--- src/rtl/hamming_stream_tx_pkg.sv ---
// Shared types and elaboration helpers for the Hamming bitstream transmitter.
package hamming_stream_tx_pkg;

  typedef enum logic [1:0] {IDLE, FILL, STREAM, DONE} tx_state_e;

  localparam int DEFAULT_N  = 1600;
  localparam int DEFAULT_W  = 32;
  localparam int DEFAULT_CW = 11;
  localparam int CHUNKS     = DEFAULT_N / DEFAULT_W;
  localparam int CHW        = $clog2(CHUNKS + 1);

  function automatic bit params_ok(input int n, input int w, input int cw);
    return (w > 0) && (n % w == 0) && (cw >= $clog2(n + 1));
  endfunction

endpackage

--- src/rtl/hamming_chunk_buffer.sv ---
// Shift register plus holding register feeding the serial stream LSB-first.
// A chunk goes straight into the shift register whenever that register empties on the same edge.
module hamming_chunk_buffer #(
  parameter int W = 32
) (
  input  logic         clk,
  input  logic         rst,
  input  logic         clear,
  input  logic         accept,
  input  logic         shift,
  input  logic [W-1:0] in_data,
  output logic         head_bit,
  output logic         loaded,
  output logic         hold_full
);

  localparam int SW = $clog2(W + 1);

  logic [W-1:0]  sh;
  logic [W-1:0]  hold;
  logic [SW-1:0] sh_cnt;
  logic          sh_draining;

  assign head_bit    = sh[0];
  assign loaded      = (sh_cnt != '0);
  assign sh_draining = (sh_cnt == '0) || (shift && (sh_cnt == SW'(1)));

  always_ff @(posedge clk or posedge rst) begin
    if (rst) begin
      sh        <= '0;
      hold      <= '0;
      sh_cnt    <= '0;
      hold_full <= 1'b0;
    end else if (clear) begin
      sh_cnt    <= '0;
      hold_full <= 1'b0;
    end else if (sh_draining && hold_full) begin
      // Reload from the holding register; a same-edge accept refills it.
      sh        <= hold;
      sh_cnt    <= SW'(W);
      hold_full <= accept;
      if (accept) begin
        hold <= in_data;
      end
    end else if (sh_draining && accept) begin
      sh     <= in_data;
      sh_cnt <= SW'(W);
    end else begin
      if (shift) begin
        sh     <= sh >> 1;
        sh_cnt <= sh_cnt - 1'b1;
      end
      if (accept) begin
        hold      <= in_data;
        hold_full <= 1'b1;
      end
    end
  end

endmodule

--- src/rtl/hamming_stream_tx.sv ---
// Chunked-to-serial transmitter: turns N/W chunks into an N-cycle framed bitstream
// for the serial Hamming-distance accumulator.
module hamming_stream_tx
  import hamming_stream_tx_pkg::*;
#(
  parameter int N  = DEFAULT_N,
  parameter int W  = DEFAULT_W,
  parameter int CW = DEFAULT_CW
) (
  input  logic         clk,
  input  logic         rst,
  input  logic         start,
  input  logic [W-1:0] in_data,
  input  logic         in_valid,
  output logic         in_ready,
  output logic         bit_o,
  output logic         bit_valid,
  output logic         bit_first,
  output logic         bit_last,
  output logic         busy,
  output logic         done,
  output logic         underrun
);

  localparam int NUM_CHUNKS = N / W;
  localparam int CCW        = $clog2(NUM_CHUNKS + 1);

  if (!params_ok(N, W, CW)) begin : g_param_check
    $error("hamming_stream_tx: N must be a multiple of W and CW >= clog2(N+1)");
  end

  tx_state_e      state;
  tx_state_e      state_next;
  logic [CW-1:0]  bit_cnt;
  logic [CCW-1:0] chunk_cnt;
  logic           accept;
  logic           clear_buf;
  logic           head_bit;
  logic           loaded;
  logic           hold_full;

  hamming_chunk_buffer #(.W(W)) u_buffer (
    .clk       (clk),
    .rst       (rst),
    .clear     (clear_buf),
    .accept    (accept),
    .shift     (bit_valid),
    .in_data   (in_data),
    .head_bit  (head_bit),
    .loaded    (loaded),
    .hold_full (hold_full)
  );

  assign accept    = in_valid && in_ready;
  assign bit_valid = (state == STREAM) && loaded;
  assign bit_o     = bit_valid && head_bit;
  assign bit_first = bit_valid && (bit_cnt == '0);
  assign bit_last  = bit_valid && (bit_cnt == CW'(N - 1));
  assign busy      = (state != IDLE);
  assign done      = (state == DONE);

  always_comb begin
    state_next = state;
    in_ready   = 1'b0;
    clear_buf  = 1'b0;
    case (state)
      IDLE: begin
        if (start) begin
          clear_buf  = 1'b1;
          state_next = FILL;
        end
      end
      FILL: begin
        in_ready = 1'b1;
        if (in_valid) begin
          state_next = STREAM;
        end
      end
      STREAM: begin
        in_ready = !hold_full && (chunk_cnt < CCW'(NUM_CHUNKS));
        if (bit_last) begin
          state_next = DONE;
        end
      end
      DONE: begin
        state_next = IDLE;
      end
      default: begin
        state_next = IDLE;
      end
    endcase
  end

  always_ff @(posedge clk or posedge rst) begin
    if (rst) begin
      state <= IDLE;
    end else begin
      state <= state_next;
    end
  end

  // A stall is any STREAM cycle with an empty shift register; bit_cnt holds across it.
  always_ff @(posedge clk or posedge rst) begin
    if (rst) begin
      bit_cnt   <= '0;
      chunk_cnt <= '0;
      underrun  <= 1'b0;
    end else if ((state == IDLE) && start) begin
      bit_cnt   <= '0;
      chunk_cnt <= '0;
      underrun  <= 1'b0;
    end else begin
      if (accept) begin
        chunk_cnt <= chunk_cnt + 1'b1;
      end
      if (bit_valid) begin
        bit_cnt <= bit_cnt + 1'b1;
      end
      if ((state == STREAM) && !loaded) begin
        underrun <= 1'b1;
      end
    end
  end

endmodule

--- config.mk ---
export PLATFORM = sky130hd
export DESIGN_NAME = hamming_stream_tx
export DESIGN_NICKNAME = d
export VERILOG_FILES = /design/src/rtl/hamming_stream_tx_pkg.sv /design/src/rtl/hamming_chunk_buffer.sv /design/src/rtl/hamming_stream_tx.sv
export SDC_FILE = /design/constraint.sdc
export NUM_CORES = 1
export LEC_CHECK = 0
export CORE_MARGIN = 5
export CORE_UTILIZATION = 50
export CTS_CLUSTER_SIZE = 12
export DETAILED_ROUTE_END_ITERATION = 7
export PLACE_DENSITY = 0.71
export SLEW_MARGIN = 30
export SYNTH_ARGS = -nofsm -noshare
export SYNTH_HDL_FRONTEND = slang
export SYNTH_SLANG_ARGS = --single-unit
--- constraint.sdc ---
create_clock -name clk -period 4.2 [get_ports clk]
set_input_delay 0.84 -clock clk [delete_from_list [all_inputs] [get_ports clk]]
set_output_delay 0.84 -clock clk [all_outputs]
set_load 0.02 [all_outputs]
==> flow_summary.json, run 1 <==
{
  "drt-vias-per-instance": 5.914,
  "r2r-start": "state[0]",
  "grt_overflow_total": 0,
  "switching_share": 0.3987,
  "ir_worst_vdd_uv": 372.7,
  "avgRoutedWirePerCell_um": 17.16,
  "cp_max_fo": 11,
  "crit_family": "buffers and inverters",
  "worstMarginPinSlew_ps": 952.4,
  "status": "finished, final reports clean",
  "final_util": 0.5886,
  "p_seq_frac": 0.330,
  "timing.rr.end": "u_buffer.sh[7]",
  "hold_path_depth": 1,
  "hp-start": "u_buffer.hold[11]",
  "critPathBufInv": 2,
  "hpwlAfterDp_um": 7166,
  "die-area_sq_mm": 0.01210,
  "area_growth_pct": 15.01,
  "syn_area_sq_mm": 0.005002,
  "cap_violations": 0,
  "synth_cells": 505,
  "synth_seq_cells": 91,
  "synth-main-ff-cell": "dfrtp_1",
  "r2r_slack_ps": 1140,
  "nets": 571,
  "grt_pass1_wl_um": 19280,
  "fin_setup_tns_ps": 0,
  "numCtsBuffers": 9,
  "period_share": 0.8404,
  "ys_warn_count": 0,
  "drc": 0,
  "fillers": 857,
  "grt_max_degree": 60,
  "switchingPower_mw": 1.662,
  "initial_core_util": 0.5118,
  "clk_pin_slew_ps": 80,
  "power_density_mw_per_mm2": 724.7,
  "clock_latency_ps": 360,
  "root_buffer": "clkbuf_8",
  "yosysUniqueCellTypes": 48,
  "share_comb_of_total_power": 0.478,
  "slew_viol_final": 0,
  "fin_skew_ps": 12.12,
  "setup_viol": 0,
  "postCtsResizedCells": 0,
  "criticalPathCategory": "reg2out",
  "grt_pass1_vias": 3913,
  "clockPowerShare": 0.192,
  "drt-initial-drc-count": 341,
  "track_usage": 0.1994,
  "insertedDiodeCount": 0,
  "postCtsSetupRepairBufs": 0,
  "synth_edf_count": 0,
  "gp_congestion": 0.7696,
  "yosys-top-cells-area": "dfrtp_1 46%, mux2_2 7.4%, a21oi_1 4.7%",
  "cts-hold-fix-buffers": 0,
  "cp-end-kind": "primary output",
  "synth_top_cell_by_area": "dfrtp_1",
  "start_kind": "register",
  "power.internal_mw": 2.507,
  "slew_headroom": 0.3651,
  "synth_nets": 551,
  "fp.dieW_um": 110.0,
  "cp.arrival_ps": 2690,
  "io_pins": 44,
  "slowest_stage": "or4_4",
  "cp_cell_sequence": "or4_4 -> o21ai_2 -> inv_1 -> and2_1 -> clkdlybuf4s50_1",
  "die-height_um": 110.0,
  "synth_area_per_cell_sq_um": 9.906,
  "routed_wl_um": 11380,
  "firstDrtPassIters": 4,
  "synthArstFlopShare": 1.000,
  "required_ps": 3360,
  "min_period_ps": 3530,
  "htreeDepth": 3,
  "drive_gt1_frac": 0.1396,
  "hold_viol": 0,
  "cts_max_path_buffers": 2,
  "synth-seq-area-share": 0.4552,
  "clock.fmax_ghz": 0.2833,
  "netlist.area_leader.share": 0.4552,
  "fp-row-count": 36,
  "clkSinkCount": 91,
  "min_to": "u_buffer.hold[11]",
  "ff2ff_path_depth": 10,
  "antenna_found_initial": 0,
  "vias": 3921,
  "cellLeakagePower_nw": 2.429,
  "cts_tree": "done",
  "coreArea_sq_mm": 0.009774,
  "port_buffers": 43,
  "postRouteAntennaNets": 0,
  "slowest_delay_ps": 560,
  "rsz0062_at_grt": "no",
  "hp-class": "reg2reg"
}
[cell usage after synthesis (2+ instances only)]
| master | n |
|---|---|
| nand4_1 | 7 |
| ha_1 | 10 |
| clkbuf_1 | 26 |
| nor2b_1 | 2 |
| nor4_1 | 4 |
| nor2_1 | 26 |
| a21oi_1 | 47 |
| and2_1 | 5 |
| nand2_1 | 9 |
| o31ai_2 | 3 |
| mux2_2 | 33 |
| buf_1 | 7 |
| o31ai_1 | 29 |
| o22ai_1 | 23 |
| buf_6 | 3 |
| inv_1 | 15 |
| nor3_1 | 9 |
| dfrtp_1 | 91 |
| xor2_1 | 6 |
| or3_1 | 4 |
| xnor2_1 | 10 |
| buf_2 | 9 |
| a21o_1 | 23 |
| nand3_1 | 46 |
| nand2b_1 | 10 |
| nand4b_1 | 22 |
| o21ai_0 | 5 |
[worst max-delay path by stage]
stage                        from         end  cells after the start
5_1_grt        u_buffer.sh_cnt[4]       bit_o                      5
4_1_cts        u_buffer.sh_cnt[5]       bit_o                      5
6_report       u_buffer.sh_cnt[4]       bit_o                      5
3_5_place_dp   u_buffer.sh_cnt[4]       bit_o                      5
3_3_place_gp   u_buffer.sh_cnt[5]       bit_o                      5
2_1_floorplan                 rst  bit_cnt[0]                      1
[cell families after synthesis]
group / synth area share
flops: 0.4552
compound gates: 0.1898
mux: 0.07629
buf+inv: 0.05277
fa+ha+maj: 0.02501
simple gates: 0.1728
xor+xnor: 0.02801
[registers in the layout, summed over array words and instances, names as in the netlist]
| name | count |
|---|---|
| bit_cnt | 11 |
| chunk_cnt | 6 |
| state | 2 |
| u_buffer.hold | 32 |
| u_buffer.hold_full | 1 |
| u_buffer.sh | 32 |
| u_buffer.sh_cnt | 6 |
| underrun | 1 |
[through the flow]
step	cell area (sq um)	power (mW)	hold WS [ps]	worst slack, ps	instances
6_report	5753	4.169	502.0	670.2	663
5_1_grt	5753	4.460	524.0	501.8	663
4_1_cts	5753	4.189	508.3	654.2	663
3_5_place_dp	5478	3.383	488.6	1041	647
3_3_place_gp	5478	3.312	481.2	1083	647
2_1_floorplan	5002	2.938	460.8	996.4	505
[layout by cell type, fill, tap and decap left out, types with 4 or more instances in the layout]
cell	instances
nand2_1	9
nor2_1	26
inv_1	14
xnor2_1	10
nand4b_1	22
o21ai_0	5
a21oi_1	47
nor4_1	4
nand2b_1	10
clkdlybuf4s50_1	42
nor3_1	9
xor2_1	6
ha_1	10
mux2_2	33
nand4_1	7
dfrtp_1	91
o22ai_1	23
and2_1	5
a21o_1	23
clkbuf_8	11
bufinv_16	4
buf_4	12
or3_1	4
nand3_1	46
o31ai_1	29
[layer usage]
metal,GRT usage,wire [um]
met1,0.2755,5313
met2,0.3323,5641
met3,0.03436,359
met4,0.03829,62
met5,0,0
[cell type report]
cell class	count	area, sq um	area share
clock inverter	4	120.1	0.02088
clock buffer	12	155.1	0.02697
sequential	91	2277	0.3958
inverter	15	57.56	0.01000
timing repair buffer	55	515.5	0.08960
multi-input combinational	353	2461	0.4278
tap	133	166.4	0.02893
[power by group through the flow]
stage	Combinational (mW)	Clock [mW]	Sequential (mW)
floorplan	1.60	0	1.34
global placement	1.94	0	1.37
detailed placement	1.99	0	1.39
CTS	2.01	0.812	1.37
global route	2.20	0.850	1.41
finish	1.99	0.800	1.37
Power figures use the tool's default switching activity.
==> run 2, diff against run 1 <==
--- a/config.mk
+++ b/config.mk
@@ -9,7 +9,7 @@
 export CORE_UTILIZATION = 50
 export CTS_CLUSTER_SIZE = 12
 export DETAILED_ROUTE_END_ITERATION = 7
-export PLACE_DENSITY = 0.71
+export PLACE_DENSITY = 0.73
 export SLEW_MARGIN = 30
 export SYNTH_ARGS = -nofsm -noshare
 export SYNTH_HDL_FRONTEND = slang
==> constraint.sdc (replaced) <==
create_clock -name clk -period 2.97 [get_ports clk]
set_input_delay 0.594 -clock clk [delete_from_list [all_inputs] [get_ports clk]]
set_output_delay 0.594 -clock clk [all_outputs]
set_load 0.02 [all_outputs]
==> flow_summary.json, run 2 (same netlist as run 1, synthesis figures left out) <==
{
  "status": "finished, final reports clean",
  "cts_tree": "done",
  "cp-end-kind": "primary output",
  "final_common_cell": "dfrtp_1",
  "hpwlAfterDp_um": 7304,
  "final_util": 0.5868,
  "ir_worst_vdd_uv": 486.3,
  "rsz0062_at_grt": "no",
  "gp_congestion": 0.7963,
  "root_buffer": "clkbuf_8",
  "min_period_ps": 2861,
  "cts_max_path_buffers": 2,
  "top_regs": "u_buffer.hold (32), u_buffer.sh (32), bit_cnt (11)",
  "p_total_mw": 5.671,
  "setup_viol": 0,
  "fillers": 871,
  "hold_viol": 0,
  "fin_setup_tns_ps": 0,
  "grt_overflow_total": 0,
  "initial_core_util": 0.5118,
  "clockPowerShare": 0.149,
  "p_seq_frac": 0.343,
  "cap_violations": 0,
  "vias": 3949,
  "place_ws_ps": 258.4,
  "fin_skew_ps": 12.65,
  "firstDrtPassIters": 5,
  "htreeDepth": 3,
  "fin_area_sq_mm": 0.005736,
  "switchingPower_mw": 2.333,
  "routed_wl_um": 11230,
  "io_pins": 44,
  "placed_area_sq_mm": 0.005535,
  "drc": 0,
  "antenna_found_initial": 0,
  "coreArea_sq_mm": 0.009774,
  "track_usage": 0.2006,
  "fp.dieW_um": 110.0,
  "insertedDiodeCount": 0,
  "switching_share": 0.4113,
  "cellLeakagePower_nw": 2.462,
  "period_share": 0.9634,
  "clock_latency_ps": 360,
  "postRouteAntennaNets": 0,
  "grt_max_degree": 60,
  "required_ps": 2380,
  "drt-initial-drc-count": 275,
  "area_growth_pct": 14.66,
  "fp-row-count": 36,
  "grt_pass1_wl_um": 19320,
  "clkSinkCount": 91,
  "power_density_mw_per_mm2": 988.8,
  "hp-class": "in2async",
  "clk_pin_slew_ps": 90,
  "slew_headroom": 0.4459,
  "drive_gt1_frac": 0.1495,
  "grt_pass1_vias": 4027,
  "port_buffers": 43,
  "die-height_um": 110.0,
  "cp.arrival_ps": 2270,
  "start_kind": "register",
  "cp_max_fo": 8,
  "share_comb_of_total_power": 0.508,
  "fin_ws_ps": 108.8,
  "mostFrequentLayoutCells": "91 x dfrtp_1, 47 x a21oi_1, 46 x nand3_1",
  "avgRoutedWirePerCell_um": 16.82,
  "slew_viol_final": 0,
  "die-area_sq_mm": 0.01210,
  "clock.fmax_ghz": 0.3495,
  "power.internal_mw": 3.338,
  "criticalPathCategory": "reg2out",
  "nets": 577,
  "drt-vias-per-instance": 5.912,
  "worstMarginPinSlew_ps": 829.1,
  "postCtsSetupRepairBufs": 0,
  "numCtsBuffers": 9
}
==> run 2: per-layer routing <==
metal,GRT usage,routed length [um]
met3,0.04019,455
met1,0.2665,5056
met5,0,0
met4,0.05699,129
met2,0.3336,5592
==> run 2: layout make-up <==
type / count / area, sq um / share of cell area
Clock buffer: 13 / 158.9 / 0.02770
Sequential cell: 91 / 2277 / 0.3970
Timing Repair Buffer: 61 / 576.8 / 0.1006
Inverter: 15 / 57.56 / 0.01003
Tap cell: 133 / 166.4 / 0.02901
Clock inverter: 2 / 35.03 / 0.006108
Multi-Input combinational cell: 353 / 2464 / 0.4295
==> run 2: path summary, 6_finish.rpt <==
path	startpoint	to	slack (ps)	cells past startpoint
min in group clk	u_buffer.hold[13]	u_buffer.hold[13]	500	1
min reg2reg	u_buffer.hold[13]	u_buffer.hold[13]	500	1
max	u_buffer.sh_cnt[4]	bit_first	110	5
min	rst	bit_cnt[2]	500	2
max reg2reg	state[0]	u_buffer.sh[16]	360	9
max in group asynchronous	rst	chunk_cnt[1]	1820	3
==> run 2: critical path: stages, from the launching register on <==
cell	delay, ps
dfrtp_1	420
or4_4	550
o21ai_2	160
buf_4	180
nor2_1	60
clkdlybuf4s50_1	530
==> run 2: power by group through the flow <==
stage,clock (mW),sequential [mW],combinational (mW)
global route,0.910,2.00,3.20
detailed placement,0,1.96,2.88
global placement,0,1.94,2.80
CTS,0.865,1.94,2.90
floorplan,0,1.89,2.27
finish,0.846,1.95,2.88
==> run 2: what timing repair did <==
item	in CTS	in global routing
hold buffers	0	0
gates resized for setup	2	3
endpoints found under the setup margin	2	3
cloned	0	0
==> run 2: per-stage QoR <==
stage / hold slack, ps / cells
2_1_floorplan: 460.8 / 505
3_3_place_gp: 480.4 / 653
3_5_place_dp: 487.9 / 653
4_1_cts: 503.9 / 668
5_1_grt: 515.4 / 668
6_report: 498.9 / 668
